### config.mk
export PLATFORM = sky130hd
export DESIGN_NAME = kws_requant_seq
export DESIGN_NICKNAME = d
export VERILOG_FILES = /design/src/rtl/kws_requant_seq.sv
export SDC_FILE = /design/constraint.sdc
export NUM_CORES = 2
export LEC_CHECK = 0
export BUFFER_PORTS_ARGS = -buffer_cell sky130_fd_sc_hd__buf_2
export CELL_PAD_IN_SITES_DETAIL_PLACEMENT = 1
export CELL_PAD_IN_SITES_GLOBAL_PLACEMENT = 1
export CORE_UTILIZATION = 47
export CTS_BUF_LIST = sky130_fd_sc_hd__clkbuf_16
export DETAILED_ROUTE_END_ITERATION = 12
export PLACE_DENSITY_LB_ADDON = 0.1
export SYNTH_ARGS = -nofsm -noshare
export SYNTH_HDL_FRONTEND = slang
export SYNTH_SLANG_ARGS = --single-unit
### constraint.sdc
create_clock -name clk -period 12.45 [get_ports clk]
set_input_delay 1.245 -clock clk [delete_from_list [all_inputs] [get_ports clk]]
set_output_delay 1.245 -clock clk [all_outputs]
set_load 0.01 [all_outputs]
### src/rtl/kws_requant_seq.sv
// ============================================================================
// Module   : kws_requant_seq
// Brief    : Multi-cycle requantizer, int32 accumulator -> clamped int8
//            activation (SRDHM, RCDBPOT, offset, clamp). Optional macro
//            KWS_REQUANT_LSHIFT_EN enables the pre-SRDHM left shift.
// Revision : 1.0 - initial release
// ============================================================================
`default_nettype none

module kws_srdhm (
  input  logic signed [31:0] a_i,
  input  logic signed [31:0] b_i,
  output logic signed [31:0] y_o
);
  logic signed [63:0] prod;
  logic signed [63:0] sum;
  logic signed [63:0] adj;

  always_comb begin
    prod = a_i * b_i;
    sum  = prod + ((prod >= 64'sd0) ? 64'sd1073741824 : -64'sd1073741823);
    // Bias negatives so the arithmetic shift truncates toward zero.
    adj  = sum[63] ? (sum + 64'sd2147483647) : sum;
    if ((a_i == 32'sh8000_0000) && (b_i == 32'sh8000_0000)) begin
      y_o = 32'sh7FFF_FFFF;
    end else begin
      y_o = 32'(adj >>> 31);
    end
  end
endmodule

module kws_rcdbpot (
  input  logic signed [31:0] x_i,
  input  logic        [4:0]  e_i,
  output logic signed [31:0] y_o
);
  logic        [31:0] mask;
  logic        [31:0] rem;
  logic        [31:0] thr;
  logic signed [31:0] sh;

  always_comb begin
    mask = (32'd1 << e_i) - 32'd1;
    rem  = x_i & mask;
    thr  = (mask >> 1) + {31'd0, x_i[31]};
    sh   = x_i >>> e_i;
    y_o  = sh + $signed({31'd0, (rem > thr)});
  end
endmodule

module kws_requant_seq #(
  parameter int OUT_W = 8
) (
  input  logic                    clk,
  input  logic                    reset_n,
  input  logic                    cmd_valid,
  output logic                    cmd_ready,
  input  logic signed [31:0]      cmd_acc,
  input  logic signed [31:0]      cmd_mult,
  input  logic signed [5:0]       cmd_shift,
  input  logic signed [31:0]      cmd_offset,
  input  logic signed [OUT_W-1:0] cmd_act_min,
  input  logic signed [OUT_W-1:0] cmd_act_max,
  output logic                    rsp_valid,
  input  logic                    rsp_ready,
  output logic signed [31:0]      rsp_data,
  output logic                    busy
);

  typedef enum logic [2:0] {
    IDLE  = 3'd0,
    MUL   = 3'd1,
    SHIFT = 3'd2,
    CLAMP = 3'd3,
    DONE  = 3'd4
  } state_t;

  state_t                  state_q;
  logic signed [31:0]      acc_q;
  logic signed [31:0]      mult_q;
  logic signed [5:0]       shift_q;
  logic signed [31:0]      offset_q;
  logic signed [OUT_W-1:0] act_min_q;
  logic signed [OUT_W-1:0] act_max_q;
  logic signed [31:0]      x_q;
  logic signed [31:0]      rsp_data_q;
  logic                    rsp_valid_q;

  logic                    accept;
  logic signed [31:0]      srdhm_a;
  logic signed [31:0]      mul_d;
  logic        [4:0]       rcd_e;
  logic signed [31:0]      shr_d;
  logic signed [32:0]      sum33;
  logic signed [32:0]      min33;
  logic signed [32:0]      max33;
  logic signed [32:0]      lo33;
  logic signed [32:0]      clamp33;
  logic signed [31:0]      clamp_d;

  assign cmd_ready = (state_q == IDLE) || ((state_q == DONE) && rsp_ready);
  assign accept    = cmd_valid && cmd_ready;
  assign busy      = (state_q != IDLE);
  assign rsp_valid = rsp_valid_q;
  assign rsp_data  = rsp_data_q;

`ifdef KWS_REQUANT_LSHIFT_EN
  assign srdhm_a = (shift_q > 6'sd0) ? (acc_q << shift_q[4:0]) : acc_q;
`else
  assign srdhm_a = acc_q;
`endif

  // -32 cannot be negated in 5 bits; it saturates to the widest divide.
  always_comb begin
    if (shift_q == 6'sh20) begin
      rcd_e = 5'd31;
    end else if (shift_q[5]) begin
      rcd_e = 5'(-shift_q);
    end else begin
      rcd_e = 5'd0;
    end
  end

  kws_srdhm u_srdhm (
    .a_i (srdhm_a),
    .b_i (mult_q),
    .y_o (mul_d)
  );

  kws_rcdbpot u_rcdbpot (
    .x_i (x_q),
    .e_i (rcd_e),
    .y_o (shr_d)
  );

  // Lower bound first, then upper: an inverted range collapses to act_max.
  always_comb begin
    sum33   = {offset_q[31], offset_q} + {x_q[31], x_q};
    min33   = 33'(act_min_q);
    max33   = 33'(act_max_q);
    lo33    = (sum33 < min33) ? min33 : sum33;
    clamp33 = (lo33 > max33) ? max33 : lo33;
    clamp_d = 32'(clamp33);
  end

  always_ff @(posedge clk or negedge reset_n) begin
    if (!reset_n) begin
      state_q     <= IDLE;
      acc_q       <= '0;
      mult_q      <= '0;
      shift_q     <= '0;
      offset_q    <= '0;
      act_min_q   <= '0;
      act_max_q   <= '0;
      x_q         <= '0;
      rsp_data_q  <= '0;
      rsp_valid_q <= 1'b0;
    end else begin
      if (accept) begin
        acc_q     <= cmd_acc;
        mult_q    <= cmd_mult;
        shift_q   <= cmd_shift;
        offset_q  <= cmd_offset;
        act_min_q <= cmd_act_min;
        act_max_q <= cmd_act_max;
      end
      case (state_q)
        IDLE: begin
          if (cmd_valid) state_q <= MUL;
        end
        MUL: begin
          x_q     <= mul_d;
          state_q <= SHIFT;
        end
        SHIFT: begin
          x_q     <= shr_d;
          state_q <= CLAMP;
        end
        CLAMP: begin
          rsp_data_q  <= clamp_d;
          rsp_valid_q <= 1'b1;
          state_q     <= DONE;
        end
        DONE: begin
          if (rsp_ready) begin
            rsp_valid_q <= 1'b0;
            state_q     <= cmd_valid ? MUL : IDLE;
          end
        end
        default: state_q <= IDLE;
      endcase
    end
  end

endmodule

`default_nettype wire

# Yosys cells after proc, flatten, opt, wreduce, memory -nomap -nowiden

Index checks and enable logic that the tools add are counted.

Bits in registers: 186
Input port bits: 122
Output and inout bits: 35
Word-level logic and storage cells: 58

Add/subtract/negate cells: 7
$mul: 1
Order comparisons: 4
Equality and inequality tests: 9
Shift operators: 2
Mux-type cells: 14
Bitwise operators: 1
Reduce and logical (&&, ||, !) cells: 10

Operators with widths:

| operator                 | count |
|---|---|
| $add A64 B64 Y64         | 1 |
| $eq A32 B32 Y1 const B   | 2 |
| $ge A64 B1 Y1 const B    | 1 |
| $mul A32 B32 Y64         | 1 |
| $mux W32                 | 2 |
| $mux W64                 | 1 |
| $pmux W32 S2             | 1 |
| $add A63 B32 Y63 const B | 1 |
| $mux W63                 | 1 |
| $add A32 B32 Y33         | 1 |
| $gt A33 B8 Y1            | 1 |
| $lt A33 B8 Y1            | 1 |
| $mux W33                 | 1 |
| $add A31 B1 Y32          | 1 |
| $add A32 B2 Y32          | 1 |
| $and A32 B32 Y32         | 1 |
| $gt A32 B32 Y1           | 1 |
| $shl A1 B5 Y32 const A   | 1 |
| $sshr A32 B5 Y32         | 1 |
| $sub A32 B1 Y32 const B  | 1 |
| $pmux W3 S5              | 1 |
| $mux W5                  | 2 |
| $eq A3 B2 Y1 const B     | 2 |
| $eq A6 B6 Y1 const B     | 1 |
| 13 further kinds         | 20 |

# Depth between registers and ports, before layout

Depth in word-level cells: 9
Gate-level depth with buffers: 58
Gate-level depth less buffers: 56

# Modules after synthesis

A second synthesis with hierarchy kept.

Cells, all modules: 6518
Area total of the unflattened synthesis: 58164.5 um^2

By module, submodules not included:

| module          | instances | cells an instance | area an instance (um^2) | seq. area each (um^2) |
|---|---|---|---|---|
| kws_srdhm       | 1         | 4729              | 41571.1                 | 0.0 |
| kws_requant_seq | 1         | 1110              | 11344.6                 | 4654.5 |
| kws_rcdbpot     | 1         | 679               | 5248.8                  | 0.0 |

# Least setup slack after synthesis

Ideal clock, no wire load.

Path kind: register -> register
From: register mult_q[2]
To: register x_q[30]
Library setup time: 0.082 ns
Arrival: 12.925 ns
Data required time: 12.368 ns
Path slack: -0.557 ns
Stages on the path, launching flop included: 51
Path buffers: 8
Clock period less this slack: 13.007 ns
Cell sequence: dfrtp_1 -> clkbuf_1 -> clkbuf_1 -> nand2_1 -> inv_1 -> fa_1 -> fa_1 -> fa_1 -> fa_1 -> inv_1 -> fa_1 -> inv_1 -> fa_1 -> inv_1 -> fa_1 -> fa_1 -> inv_1 -> ha_1 -> (+15 left out) -> nor2_1 -> nand3_1 -> a2111oi_1 -> a41o_1 -> a21oi_2 -> o41ai_2 -> a31oi_2 -> o21bai_2 -> xnor2_1 -> or3_1 -> a2111o_1 -> nor3_2 -> and3_4 -> and2_4 -> and3_4 -> nand2_1 -> xor2_1 -> a31oi_1

Word-level cells in the longest chain between the ends: 8
Elaborated cells between the ends (all ways): 10
Classes of those cells: add/sub: 2; mul: 1; order compare: 1; eq/ne: 1; mux: 4; reduce/logical: 1

RTL lines:

| what                   | line | RTL |
|---|---|---|
| start, declared        | 80   | `logic signed [31:0] mult_q;` |
| start signal, assigned | 161  | `mult_q <= cmd_mult;` |
| $mul A32 B32 Y64       | 20   | `prod = a_i * b_i;` |
| $ge A64 B1 Y1          | 21   | `sum = prod + ((prod >= 64'sd0) ? 64'sd1073741824 : -64'sd1073741823);` |
| $mux W64               | 21   |  |
| $add A64 B64 Y64       | 21   |  |
| $add A63 B32 Y63       | 23   | `adj = sum[63] ? (sum + 64'sd2147483647) : sum;` |
| $mux W63               | 23   |  |
| $mux W32 (*)           | 24   | `if ((a_i == 32'sh8000_0000) && (b_i == 32'sh8000_0000)) begin` |
| $pmux W32 S2 (*)       | 167  | `case (state_q)` |
| end signal, assigned   | 172  | `x_q <= mul_d;` |
| end signal, assigned   | 176  | `x_q <= shr_d;` |
| end, declared          | 85   | `logic signed [31:0] x_q;` |

Mark *: on every way between the ends. The rest lies on a longest branch, timed or not.
A chain may end at the register's enable or synchronous reset.

# Worst setup path in the final report

From: register acc_q[30]
To: register x_q[29]

Word-level cells in the longest chain between the ends: 8
Elaborated cells between the ends (all ways): 10
Classes of those cells: add/sub: 2; mul: 1; order compare: 1; eq/ne: 1; mux: 4; reduce/logical: 1

RTL lines:

| what                   | line | RTL |
|---|---|---|
| start, declared        | 79   | `logic signed [31:0] acc_q;` |
| start signal, assigned | 160  | `acc_q <= cmd_acc;` |
| $mul A32 B32 Y64       | 20   |  |
| $ge A64 B1 Y1          | 21   |  |
| $mux W64               | 21   |  |
| $add A64 B64 Y64       | 21   |  |
| $add A63 B32 Y63       | 23   |  |
| $mux W63               | 23   |  |
| $mux W32 (*)           | 24   |  |
| $pmux W32 S2 (*)       | 167  |  |

Marks and branches as above.

==> flow_summary_export.csv <==
group,metric,value,unit
outcome,status,"complete, no violations",
clocking,cts_root_buffer,"sky130_fd_sc_hd__clkbuf_16",
finish,layout_cells_sized_above_1,11.03,%
place,dp.final_hpwl,145.8,mm
sta,slew_viol_final,0,
detailed_routing,detailedRoute.firstPassIterationCount,6,
sta,aggregate_negative_setup_slack,0,ps
setup_path,critical_path.top_delay_family,"adder cells",
floorplan,starting_utilization_of_the_core_area,47.29,%
sta,finalHoldViolCount,0,
place,globalplace.congestion,0.8995,
floorplan,die_area,118100,sq um
setup_path,crit_buf_inv,7,
job,max-cap-violations,0,
finish,design.final.nets,7808,
global_routing,grt_first_pass_wirelength,281.7,mm
setup_path,req_time_crit_path,12930,ps
synthesis,synthFlopType,"sky130_fd_sc_hd__dfrtp_1",
synthesis,yosysUniqueCellTypes,94,
sta,max_clock_freq,84.10,MHz
setup_path,timing.critical_path.from_type,"flip-flop",
synthesis,post_synth_inst_count,6183,
floorplan,floorplan.die.height,343.7,um
setup_path,critPathKind,"flip-flop to flip-flop",
clocking,clock_path_buffers,2,
global_routing,grt_use_total,30.84,%
sta,slew_headroom,24.01,%
setup_path,cpMaxStageDelayCell,"sky130_fd_sc_hd__fa_1",
sta,clock_skew,18.94,ps
clocking,cts_htree_levels,4,
floorplan,die_width,343.7,um
detailed_routing,drt.antenna.violating_nets,0,
clocking,cts_tree,"built",
synthesis,synth-seq-cells,186,
detailed_routing,via_per_instance_ratio,5.618,
sta,setup_viol,0,
synthesis,syn_area_per_cell,8.877,sq um
floorplan,ios,157,
finish,final_area,59710,sq um
floorplan,core.rowCount,125,
place,port-buffer-count,156,
detailed_routing,wl,175.9,mm
detailed_routing,num_vias,43860,
synthesis,number_of_enable_type_register_cells_in_the_synthesized_netlist,0,
setup_path,cp_slowest_stage_delay,590,ps
global_routing,maximum_number_of_pins_on_one_net_before_global_route_repair,98,
setup_path,crit_path_end_kind,"flip-flop",
finish,most-common-layout-cells,"1073 x sky130_fd_sc_hd__fa_1, 1055 x sky130_fd_sc_hd__inv_1, 789 x sky130_fd_sc_hd__nand2_1",
clocking,cts.clk_slew.worst_paths,90,ps
detailed_routing,drc_violations_left,0,
global_routing,grt_overflow_total,0,
synthesis,mappedNetlistNets,7722,
global_routing,grt_pass1_vias,49080,
clocking,cts_hold_buf,0,
clocking,clock_latency,570,ps
floorplan,core_ar,116000,sq um
synthesis,async_flop_share,100.0,%
detailed_routing,post_drt_wl_per_cell,22.53,um
synthesis,yosysSeqAreaShare,8.481,%
setup_path,worstPathArrival,12370,ps
global_routing,grt_antenna_before_repair,4,
setup_path,r2r_setup_slack,560,ps
detailed_routing,drt_first_iter_violations,2289,
place,placed_standard_cell_area,58440,sq um
hold_path,hold_path.class,"flip-flop to flip-flop",
setup_path,worst_path_most_repeated_cell,"sky130_fd_sc_hd__fa_1",
sta,layout_min_cycle_time,11890,ps
synthesis,cell_area_after_synthesis,54880,sq um
clocking,cts_sinks,186,
setup_path,critical_path_peak_fanout,19,
finish,area_delta_synth_final,8.795,%
clocking,cts_buffers,17,
sta,worst-slew-pin-transition,1140,ps
synthesis,ys_warn_count,0,
finish,most_frequent_standard_cell_in_the_layout_excluding_fill_and_tap_cells,"sky130_fd_sc_hd__fa_1",
sta,min_period_over_period,95.50,%
## timing repair
action | in CTS | in global routing
endpoints found under the setup margin | 14 | 29
buffers inserted | 4 | 30
gates resized for setup | 14 | 80
pin swaps | 3 | 35
## worst reg2reg max path, delay by kind of cell, from the launching register on
family                   cells  cell delay (ps)
buffers and inverters        7              730
AO/OA/AOI/OAI                9             2050
flip-flops                   1              450
AND/OR/NAND/NOR             18             3560
XOR/XNOR                     2              260
adder cells (fa/ha/maj)     10             4740
## metrics by stage
step / instances / setup slack, ps / hold slack, ps / util (%)
global placement: 7741 / -318.6 / 456.4 / 50.36
detailed placement: 7741 / -464.4 / 462.8 / 50.36
finish: 7807 / 559.8 / 477.0 / 51.45
global route: 7807 / -15.04 / 501.7 / 51.45
floorplan: 6183 / 3.199 / 479.4 / -
CTS: 7777 / 2.888 / 484.8 / 50.95
## Yosys cell counts (21+ instances only)
cell type | number | share of area [%]
sky130_fd_sc_hd__xnor2_1 | 143 | 2.3
sky130_fd_sc_hd__nand2_1 | 793 | 5.4
sky130_fd_sc_hd__xor2_1 | 72 | 1.1
sky130_fd_sc_hd__ha_1 | 334 | 7.6
sky130_fd_sc_hd__nor2b_1 | 50 | 0.57
sky130_fd_sc_hd__a31oi_1 | 34 | 0.39
sky130_fd_sc_hd__nand4_1 | 51 | 0.58
sky130_fd_sc_hd__a21oi_1 | 200 | 1.8
sky130_fd_sc_hd__o211ai_1 | 21 | 0.29
sky130_fd_sc_hd__or3_1 | 22 | 0.25
sky130_fd_sc_hd__nand2b_1 | 54 | 0.62
sky130_fd_sc_hd__o22ai_1 | 31 | 0.35
sky130_fd_sc_hd__dfrtp_1 | 186 | 8.5
sky130_fd_sc_hd__a211oi_1 | 27 | 0.37
sky130_fd_sc_hd__mux2i_1 | 89 | 1.6
sky130_fd_sc_hd__and3_1 | 39 | 0.44
sky130_fd_sc_hd__nor4_1 | 41 | 0.47
sky130_fd_sc_hd__o21a_1 | 31 | 0.42
sky130_fd_sc_hd__nor3_1 | 47 | 0.43
sky130_fd_sc_hd__and2_1 | 546 | 6.2
sky130_fd_sc_hd__o21ai_0 | 170 | 1.6
sky130_fd_sc_hd__nand3_1 | 58 | 0.53
sky130_fd_sc_hd__clkbuf_1 | 311 | 2.1
sky130_fd_sc_hd__o21bai_1 | 21 | 0.29
sky130_fd_sc_hd__fa_1 | 1083 | 40
sky130_fd_sc_hd__inv_1 | 1065 | 7.3
sky130_fd_sc_hd__mux2_2 | 123 | 2.5
sky130_fd_sc_hd__nor2_1 | 202 | 1.4
sky130_fd_sc_hd__a21o_1 | 89 | 1.2
## routing by layer
metal | wire length, um | vias up | GRT usage, %
li1 | - | 19540 | -
met1 | 77740 | 23140 | 41.83
met2 | 86520 | 985 | 52.76
met3 | 7998 | 194 | 3.470
met4 | 3663 | 0 | 7.176
met5 | 0 | - | 0
## registers in the layout, summed over array words and instances (netlist names)
register   count
acc_q         32
offset_q      32
x_q           32
mult_q        32
act_min_q      8
act_max_q      8
rsp_data      32
shift_q        6
rsp_valid      1
state_q        3
## final timing paths
check,to,from,depth (start not counted)
min in group asynchronous,acc_q[17],reset_n,1
max reg2reg,x_q[29],acc_q[30],46
min,rsp_data[21],rsp_data[21],1
max,x_q[29],acc_q[30],46
min reg2reg,rsp_data[21],rsp_data[21],1
max in group asynchronous,acc_q[1],reset_n,2
## area by class of cell
cell class	count	area (sq um)
inverter	1066	4009
tap	1524	1907
timing repair buffer	405	3229
clock inverter	15	190.2
fill	13550	56340
multi-input combinational	4593	45270
clock buffer	17	425.4
sequential	186	4676
antenna	1	2.502
## kinds of logic (layout without fill, tap and decap cells)
group | after synthesis | count (layout) | synth area share, %
muxes | 212 | 212 | 4.147
AOI/OAI and AO/OA | 775 | 775 | 9.169
buffers and inverters | 1404 | 1503 | 9.673
xor gates and xnor gates | 215 | 215 | 3.431
adders and majority gates | 1417 | 1417 | 47.12
and+or+nand+nor | 1972 | 1972 | 17.97
DFF | 186 | 186 | 8.481
other | 2 | 3 | 0.01368
Power is left out: the tool's default activity adds up to more than one toggle a clock period on the data nets, which glitch-free logic cannot reach.
